**config.mk**
```make
export PLATFORM = sky130hd
export DESIGN_NAME = imem_program_loader
export DESIGN_NICKNAME = d
export VERILOG_FILES = /design/src/rtl/imem_program_loader_pkg.sv /design/src/rtl/loader_delay_counter.sv /design/src/rtl/imem_program_loader.sv
export SDC_FILE = /design/constraint.sdc
export NUM_CORES = 1
export LEC_CHECK = 0
export ABC_CLOCK_PERIOD_IN_PS = 1800
export CAP_MARGIN = 15
export CELL_PAD_IN_SITES_DETAIL_PLACEMENT = 1
export CELL_PAD_IN_SITES_GLOBAL_PLACEMENT = 1
export CORE_MARGIN = 2
export CORE_UTILIZATION = 33
export DETAILED_ROUTE_END_ITERATION = 12
export GPL_ROUTABILITY_DRIVEN = 0
export PLACE_DENSITY = 0.84
export RECOVER_POWER = 100
export SKIP_LAST_GASP = 1
export SLEW_MARGIN = 15
export SYNTH_ARGS = -nofsm -noshare
export SYNTH_HDL_FRONTEND = slang
export SYNTH_SLANG_ARGS = --single-unit
```
**constraint.sdc**
```tcl
create_clock -name clk -period 1.8 [get_ports clk]
set_input_delay 0.27 -clock clk [delete_from_list [all_inputs] [get_ports clk]]
set_output_delay 0.27 -clock clk [all_outputs]
set_load 0.02 [all_outputs]
```
**src/rtl/imem_program_loader_pkg.sv**
```systemverilog
// Shared types for the instruction-memory program loader.
// Holds the loader FSM state encoding and the default memory geometry.
// No logic; imported by the loader top.
package imem_program_loader_pkg;

  typedef enum logic [2:0] {
    IDLE = 3'd0,
    LOAD = 3'd1,
    HOLD = 3'd2,
    RUN  = 3'd3,
    ERR  = 3'd4
  } state_t;

  localparam int DEFAULT_ADDR_WIDTH = 8;
  localparam int DEFAULT_DEPTH      = 2 ** DEFAULT_ADDR_WIDTH;

endpackage

```
**src/rtl/loader_delay_counter.sv**
```systemverilog
// Loadable down-counter that times the core-release delay after the last write.
// Latency: load takes effect next cycle; zero reflects the current count combinationally.
// Backpressure: none; decrements whenever dec is high, saturating at zero.
module loader_delay_counter #(
  parameter int WIDTH = 8
) (
  input  logic             clk,
  input  logic             reset,
  input  logic             load,
  input  logic [WIDTH-1:0] load_val,
  input  logic             dec,
  output logic             zero
);

  logic [WIDTH-1:0] cnt_q, cnt_d;

  // Next count: load wins over decrement; never wraps below zero.
  always_comb begin
    cnt_d = cnt_q;
    if (load) begin
      cnt_d = load_val;
    end else if (dec && (cnt_q != '0)) begin
      cnt_d = cnt_q - 1'b1;
    end
  end

  // Count register.
  always_ff @(posedge clk or posedge reset) begin
    if (reset) cnt_q <= '0;
    else       cnt_q <= cnt_d;
  end

  // High when the decrement happening this cycle lands the count on zero,
  // so the owner can leave its wait state exactly load_val cycles after loading.
  assign zero = (cnt_q <= WIDTH'(1));

endmodule

```
**src/rtl/imem_program_loader.sv**
```systemverilog
// Streams boot words into instruction memory and holds the core in reset until loaded.
// Latency: write appears 1 cycle after transfer; core released RELEASE_DELAY cycles after the last write.
// Backpressure: in_ready high only in LOAD. Optional checksum: define LOADER_CHECKSUM_EN.
module imem_program_loader
  import imem_program_loader_pkg::*;
#(
  parameter int ADDR_WIDTH    = DEFAULT_ADDR_WIDTH,
  parameter int RELEASE_DELAY = 4
) (
  input  logic                  clk,
  input  logic                  reset,
  input  logic                  start,
  input  logic                  in_valid,
  input  logic [31:0]           in_data,
  input  logic                  in_last,
  output logic                  in_ready,
  output logic                  imem_we,
  output logic [ADDR_WIDTH-1:0] imem_addr,
  output logic [31:0]           imem_wdata,
  output logic                  core_reset,
  output logic                  done,
  output logic                  error,
  output logic [ADDR_WIDTH:0]   word_count
);

  localparam logic [ADDR_WIDTH:0] FULL_COUNT = (ADDR_WIDTH + 1)'(2 ** ADDR_WIDTH);
  localparam logic [7:0]          DELAY_LOAD = 8'(RELEASE_DELAY);

  state_t                state_q, state_d;
  logic                  in_ready_q, in_ready_d;
  logic                  imem_we_q, imem_we_d;
  logic [ADDR_WIDTH-1:0] imem_addr_q, imem_addr_d;
  logic [31:0]           imem_wdata_q, imem_wdata_d;
  logic                  core_reset_q, core_reset_d;
  logic                  done_q, done_d;
  logic                  error_q, error_d;
  logic [ADDR_WIDTH:0]   word_count_q, word_count_d;
`ifdef LOADER_CHECKSUM_EN
  logic [31:0]           sum_q, sum_d;
`endif

  logic xfer;
  logic hold_load;
  logic delay_zero;

  assign xfer = in_valid & in_ready_q;

  loader_delay_counter #(
    .WIDTH (8)
  ) u_delay (
    .clk      (clk),
    .reset    (reset),
    .load     (hold_load),
    .load_val (DELAY_LOAD),
    .dec      (state_q == HOLD),
    .zero     (delay_zero)
  );

  // Next-state and next-output logic; every output is derived for the registered copy.
  always_comb begin
    state_d      = state_q;
    imem_we_d    = 1'b0;
    imem_addr_d  = imem_addr_q;
    imem_wdata_d = imem_wdata_q;
    error_d      = error_q;
    word_count_d = word_count_q;
    hold_load    = 1'b0;
`ifdef LOADER_CHECKSUM_EN
    sum_d        = sum_q;
`endif

    unique case (state_q)
      IDLE, RUN, ERR: begin
        if (start) begin
          state_d      = LOAD;
          word_count_d = '0;
          error_d      = 1'b0;
`ifdef LOADER_CHECKSUM_EN
          sum_d        = '0;
`endif
        end
      end
      LOAD: begin
        if (xfer) begin
`ifdef LOADER_CHECKSUM_EN
          // The last word carries the expected sum and is never written.
          if (in_last) begin
            if (in_data == sum_q) begin
              state_d   = HOLD;
              hold_load = 1'b1;
            end else begin
              state_d = ERR;
              error_d = 1'b1;
            end
          end else if (word_count_q == FULL_COUNT) begin
            state_d = ERR;
            error_d = 1'b1;
          end else begin
            imem_we_d    = 1'b1;
            imem_addr_d  = word_count_q[ADDR_WIDTH-1:0];
            imem_wdata_d = in_data;
            word_count_d = word_count_q + 1'b1;
            sum_d        = sum_q + in_data;
          end
`else
          if (word_count_q == FULL_COUNT) begin
            state_d = ERR;
            error_d = 1'b1;
          end else begin
            imem_we_d    = 1'b1;
            imem_addr_d  = word_count_q[ADDR_WIDTH-1:0];
            imem_wdata_d = in_data;
            word_count_d = word_count_q + 1'b1;
            if (in_last) begin
              state_d   = HOLD;
              hold_load = 1'b1;
            end
          end
`endif
        end
      end
      HOLD: begin
        if (delay_zero) state_d = RUN;
      end
      default: state_d = IDLE;
    endcase

    // Handshake and core control follow the state being entered, so they are registered.
    in_ready_d   = (state_d == LOAD);
    core_reset_d = (state_d != RUN);
    done_d       = (state_d == RUN);
  end

  // State and output registers; reset aborts any load immediately.
  always_ff @(posedge clk or posedge reset) begin
    if (reset) begin
      state_q      <= IDLE;
      in_ready_q   <= 1'b0;
      imem_we_q    <= 1'b0;
      imem_addr_q  <= '0;
      imem_wdata_q <= '0;
      core_reset_q <= 1'b1;
      done_q       <= 1'b0;
      error_q      <= 1'b0;
      word_count_q <= '0;
`ifdef LOADER_CHECKSUM_EN
      sum_q        <= '0;
`endif
    end else begin
      state_q      <= state_d;
      in_ready_q   <= in_ready_d;
      imem_we_q    <= imem_we_d;
      imem_addr_q  <= imem_addr_d;
      imem_wdata_q <= imem_wdata_d;
      core_reset_q <= core_reset_d;
      done_q       <= done_d;
      error_q      <= error_d;
      word_count_q <= word_count_d;
`ifdef LOADER_CHECKSUM_EN
      sum_q        <= sum_d;
`endif
    end
  end

  assign in_ready   = in_ready_q;
  assign imem_we    = imem_we_q;
  assign imem_addr  = imem_addr_q;
  assign imem_wdata = imem_wdata_q;
  assign core_reset = core_reset_q;
  assign done       = done_q;
  assign error      = error_q;
  assign word_count = word_count_q;

endmodule
```
==> impl_results.md, run 1 <==
* Outcome: complete, but fails checks
* Failing checks: setup timing
* Total power at about 0.0076 W
* DRT Pass-1 Iters at 4
* CP required at 2.03 ns
* Synth cell types at 48
* Layout Area Growth over Synthesis at 61.2%
* Combinational share of power at between 50% and 60%
* Routed WL at 8650 um
* Worst-Skew Late Latency at 0.35 ns
* Post-Syn Area at roughly 2900 um^2
* Post-layout min period at between 1.5 and 2 ns
* Synth warn at 0
* Ys async rst share at between 90% and 100%
* Vias in the first global route at 2582
* Routed vias at 2382
* Clock skew at about 0.019 ns
* FP Rows at 34
* Synthesized net count at approximately 270
* Internal cell power at between 0.004 and 0.005 W
* Hpwl dp at roughly 5800 um
* IO buf count at 90
* Worst R2R Path Depth at 5
* H-Tree Depth at 3
* Slew HR at between 40% and 50%
* Fin crit share at 104%
* Fmax at ~540 MHz
* Pin count of the biggest net entering global routing at 28
* Pre-CTS setup slack at -0.178 ns
* Final Util at a little over half
* Clk sinks at 65
* Filler Cells Inserted at around 900
* Syn Area/Cell at roughly 13 um^2
* Final setup vio count at 46
* DRC Markers at 0
* Critical path arrival at 2.09 ns
* Max-slew violations at 0
* Iteration-0 DRC count of the detailed router at 45
* DR WL/cell at 18.1 um
* Die Y at about 98 um
* Reg2Reg Capture Point: imem_wdata[31]
* Design Area, Final at 4720 um^2
* Synthesis-stage register bit count at 65
* Clk buf depth at 2
* DRT antenna net count at 0
* Initial Utilization at 33.8%
* Hold-fix buffers, CTS at 0
* Gate count of the mapped netlist at about 230
* EDFF count, synth at 0
* GR Overflow Total at 0
* Worst setup EP type: flop
* CP startpoint kind: flop
* Initial antenna violation count at 0
* Maximum vdd drop at ~670 uV
* Post-synthesis sequential area ratio at 55.6%
* Nets at 407
* Total GRT Usage at between 10% and 20%
* Die Footprint at 9650 um^2
* TritonCTS buffer count at 9
* CTS tree: built
* Chip width at 98.2 um
* Boundary Pins at around 90
* First-pass GRT wire length at between 10000 and 15000 um
* Hold Vio Cnt, Final at 0
* Power density cells at approximately 1600 nW/um^2
* Net Sw Frac at a little over a third
* Ant diodes at 0
* Slew @ Worst Pin at roughly 0.75 ns
* Crit Path Category: flop to flop
* Max Cap Viol at 0
* Setup TNS at -2.04 ns
* Leak Pwr at roughly 2.1 nW
* Sequential share of power at a little under a third
* Placed cell areas at roughly 4200 um^2
* RSZ-0062 raised after global routing: true
* Worst setup margin at -0.0654 ns
* Vias per cell at just under 5
* Root Buffer: clkbuf_8
* Register-to-register path setup slack at -0.07 ns
* Hold crit path type: primary input to async pin
* Worst Path Max Fanout at 11
* Top FF cell, synth: dfrtp_1
* Clock Pin Slew Worst Setup and Hold Paths at 0.07 ns
* Share of layout cells above drive strength 1 at a little over a third
* Area taken by multi-input logic gates at between 1000 and 1500 um^2
* Reg2reg start: state_q[2]
* Register area at roughly 1600 um^2
* Clk pwr share at between 10% and 20%
* CORE AREA at around 8700 um^2
* Switching power at 0.00273 W
[repair_timing]
item | 4_1_cts | 5_1_grt
resized for setup | 14 | 30
gates cloned | 2 | 3
setup buffers | 5 | 2
pin swaps | 3 | 8
endpoints found under the setup margin | 47 | 59
[power by group through the flow]
stage / Sequential, W / Combinational [W] / Clock, W
CTS: 0.00236 / 0.00366 / 0.00145
floorplan: 0.00291 / 0.00137 / 0
finish: 0.00234 / 0.00382 / 0.00142
detailed placement: 0.00238 / 0.00342 / 0
global route: 0.00242 / 0.00405 / 0.00154
global placement: 0.00233 / 0.00330 / 0
[layout by cell type (no fill, tap or decap), types with 3 or more instances in the layout]
master           instances
a21oi_2                  4
nor2_1                   9
buf_4                   31
clkinv_4                 3
mux2_2                  24
a21oi_1                  5
nand2b_1                 6
o21ai_0                  3
clkbuf_8                10
clkdlybuf4s50_1         49
ha_1                     3
clkbuf_1                 7
mux2_4                  18
inv_1                    4
nand3_1                  4
dlygate4sd3_1           36
nand2_1                 14
and2_1                   3
mux2i_1                  7
buf_16                   3
dlygate4sd2_1            3
dfrtp_1                 62
a211oi_2                 3
nor2b_1                  3
nand4_1                  3
[state kept, by name (all words and copies together), names as in the netlist]
signal	flops
imem_wdata	32
word_count	9
imem_addr	8
u_delay.cnt_q	8
state_q	3
core_reset	1
done	1
error	1
imem_we	1
in_ready	1
[cell type report]
class | instances | share of cell area, %
repair buffers | 135 | 28.0
well taps | 108 | 2.86
multi-input cells | 148 | 29.2
clock buffers | 10 | 2.91
flip-flops and latches | 65 | 34.5
inverters | 7 | 0.583
clock inverters | 6 | 1.93
[Yosys cell counts, types with 3 or more instances]
library cell  number  area, um^2
a211oi_1           4        30.0
a21oi_1            9        45.0
and2_1             3        18.8
buf_6              5        56.3
dfrtp_1           64        1600
ha_1               4        50.1
inv_1              7        26.3
mux2_2            42         473
mux2i_1            7        70.1
nand2_1           14        52.6
nand2b_1           7        43.8
nand3_1            4        20.0
nand4_1            3        18.8
nor2_1             9        33.8
nor2b_1            4        25.0
o21ai_0            3        15.0
or3b_1             3        26.3
[critical path: stages (launching register included)]
cell and delay (ns):
dfrtp_1 0.39, or3b_4 0.42, a211oi_4 0.26, buf_12 0.19, buf_16 0.15, mux2_2 0.33
[worst max path at each step]
stage / start / to / slack (ns)
5_1_grt: state_q[2] / imem_wdata[19] / -0.10
3_3_place_gp: in_valid / imem_wdata[31] / -0.12
2_1_floorplan: state_q[1] / imem_wdata[0] / -0.20
4_1_cts: state_q[2] / imem_wdata[4] / -0.06
3_5_place_dp: in_valid / imem_addr[2] / -0.18
6_report: state_q[2] / imem_wdata[31] / -0.07
[metrics by stage]
step	hold WS, ns	cells
after floorplan	0.407	228
after global placement	0.475	451
after detailed placement	0.497	451
after CTS	0.257	474
after global routing	0.466	479
final	0.430	479
[cell families after synthesis]
group,share of synthesized area [%]
flip-flops,55.6
AND/OR/NAND/NOR,13.1
multiplexers,18.5
AO/OA/AOI/OAI,6.88
buffers and inverters,3.29
adder cells (fa/ha/maj),1.71
XOR/XNOR,0.897
[metal layers]
layer	vias up	GRT usage, %	share of wire [%]	wire length (um)
met3	8	3.44	4.2	362
met2	65	29.5	52	4470
li1	1092	-	-	-
met5	-	0	0	0
met4	0	6.53	1.3	112
met1	1217	21.8	43	3710
No activity file was read; power rests on OpenSTA's default activity.
==> run 2: changes to the inputs <==
--- a/config.mk
+++ b/config.mk
@@ -13,6 +13,7 @@
 export CORE_UTILIZATION = 33
 export DETAILED_ROUTE_END_ITERATION = 12
 export GPL_ROUTABILITY_DRIVEN = 0
+export GPL_TIMING_DRIVEN = 1
 export PLACE_DENSITY = 0.84
 export RECOVER_POWER = 100
 export SKIP_LAST_GASP = 1
==> results of run 2 <==
Final layout, timing and power as in run 1 (identical DEF).
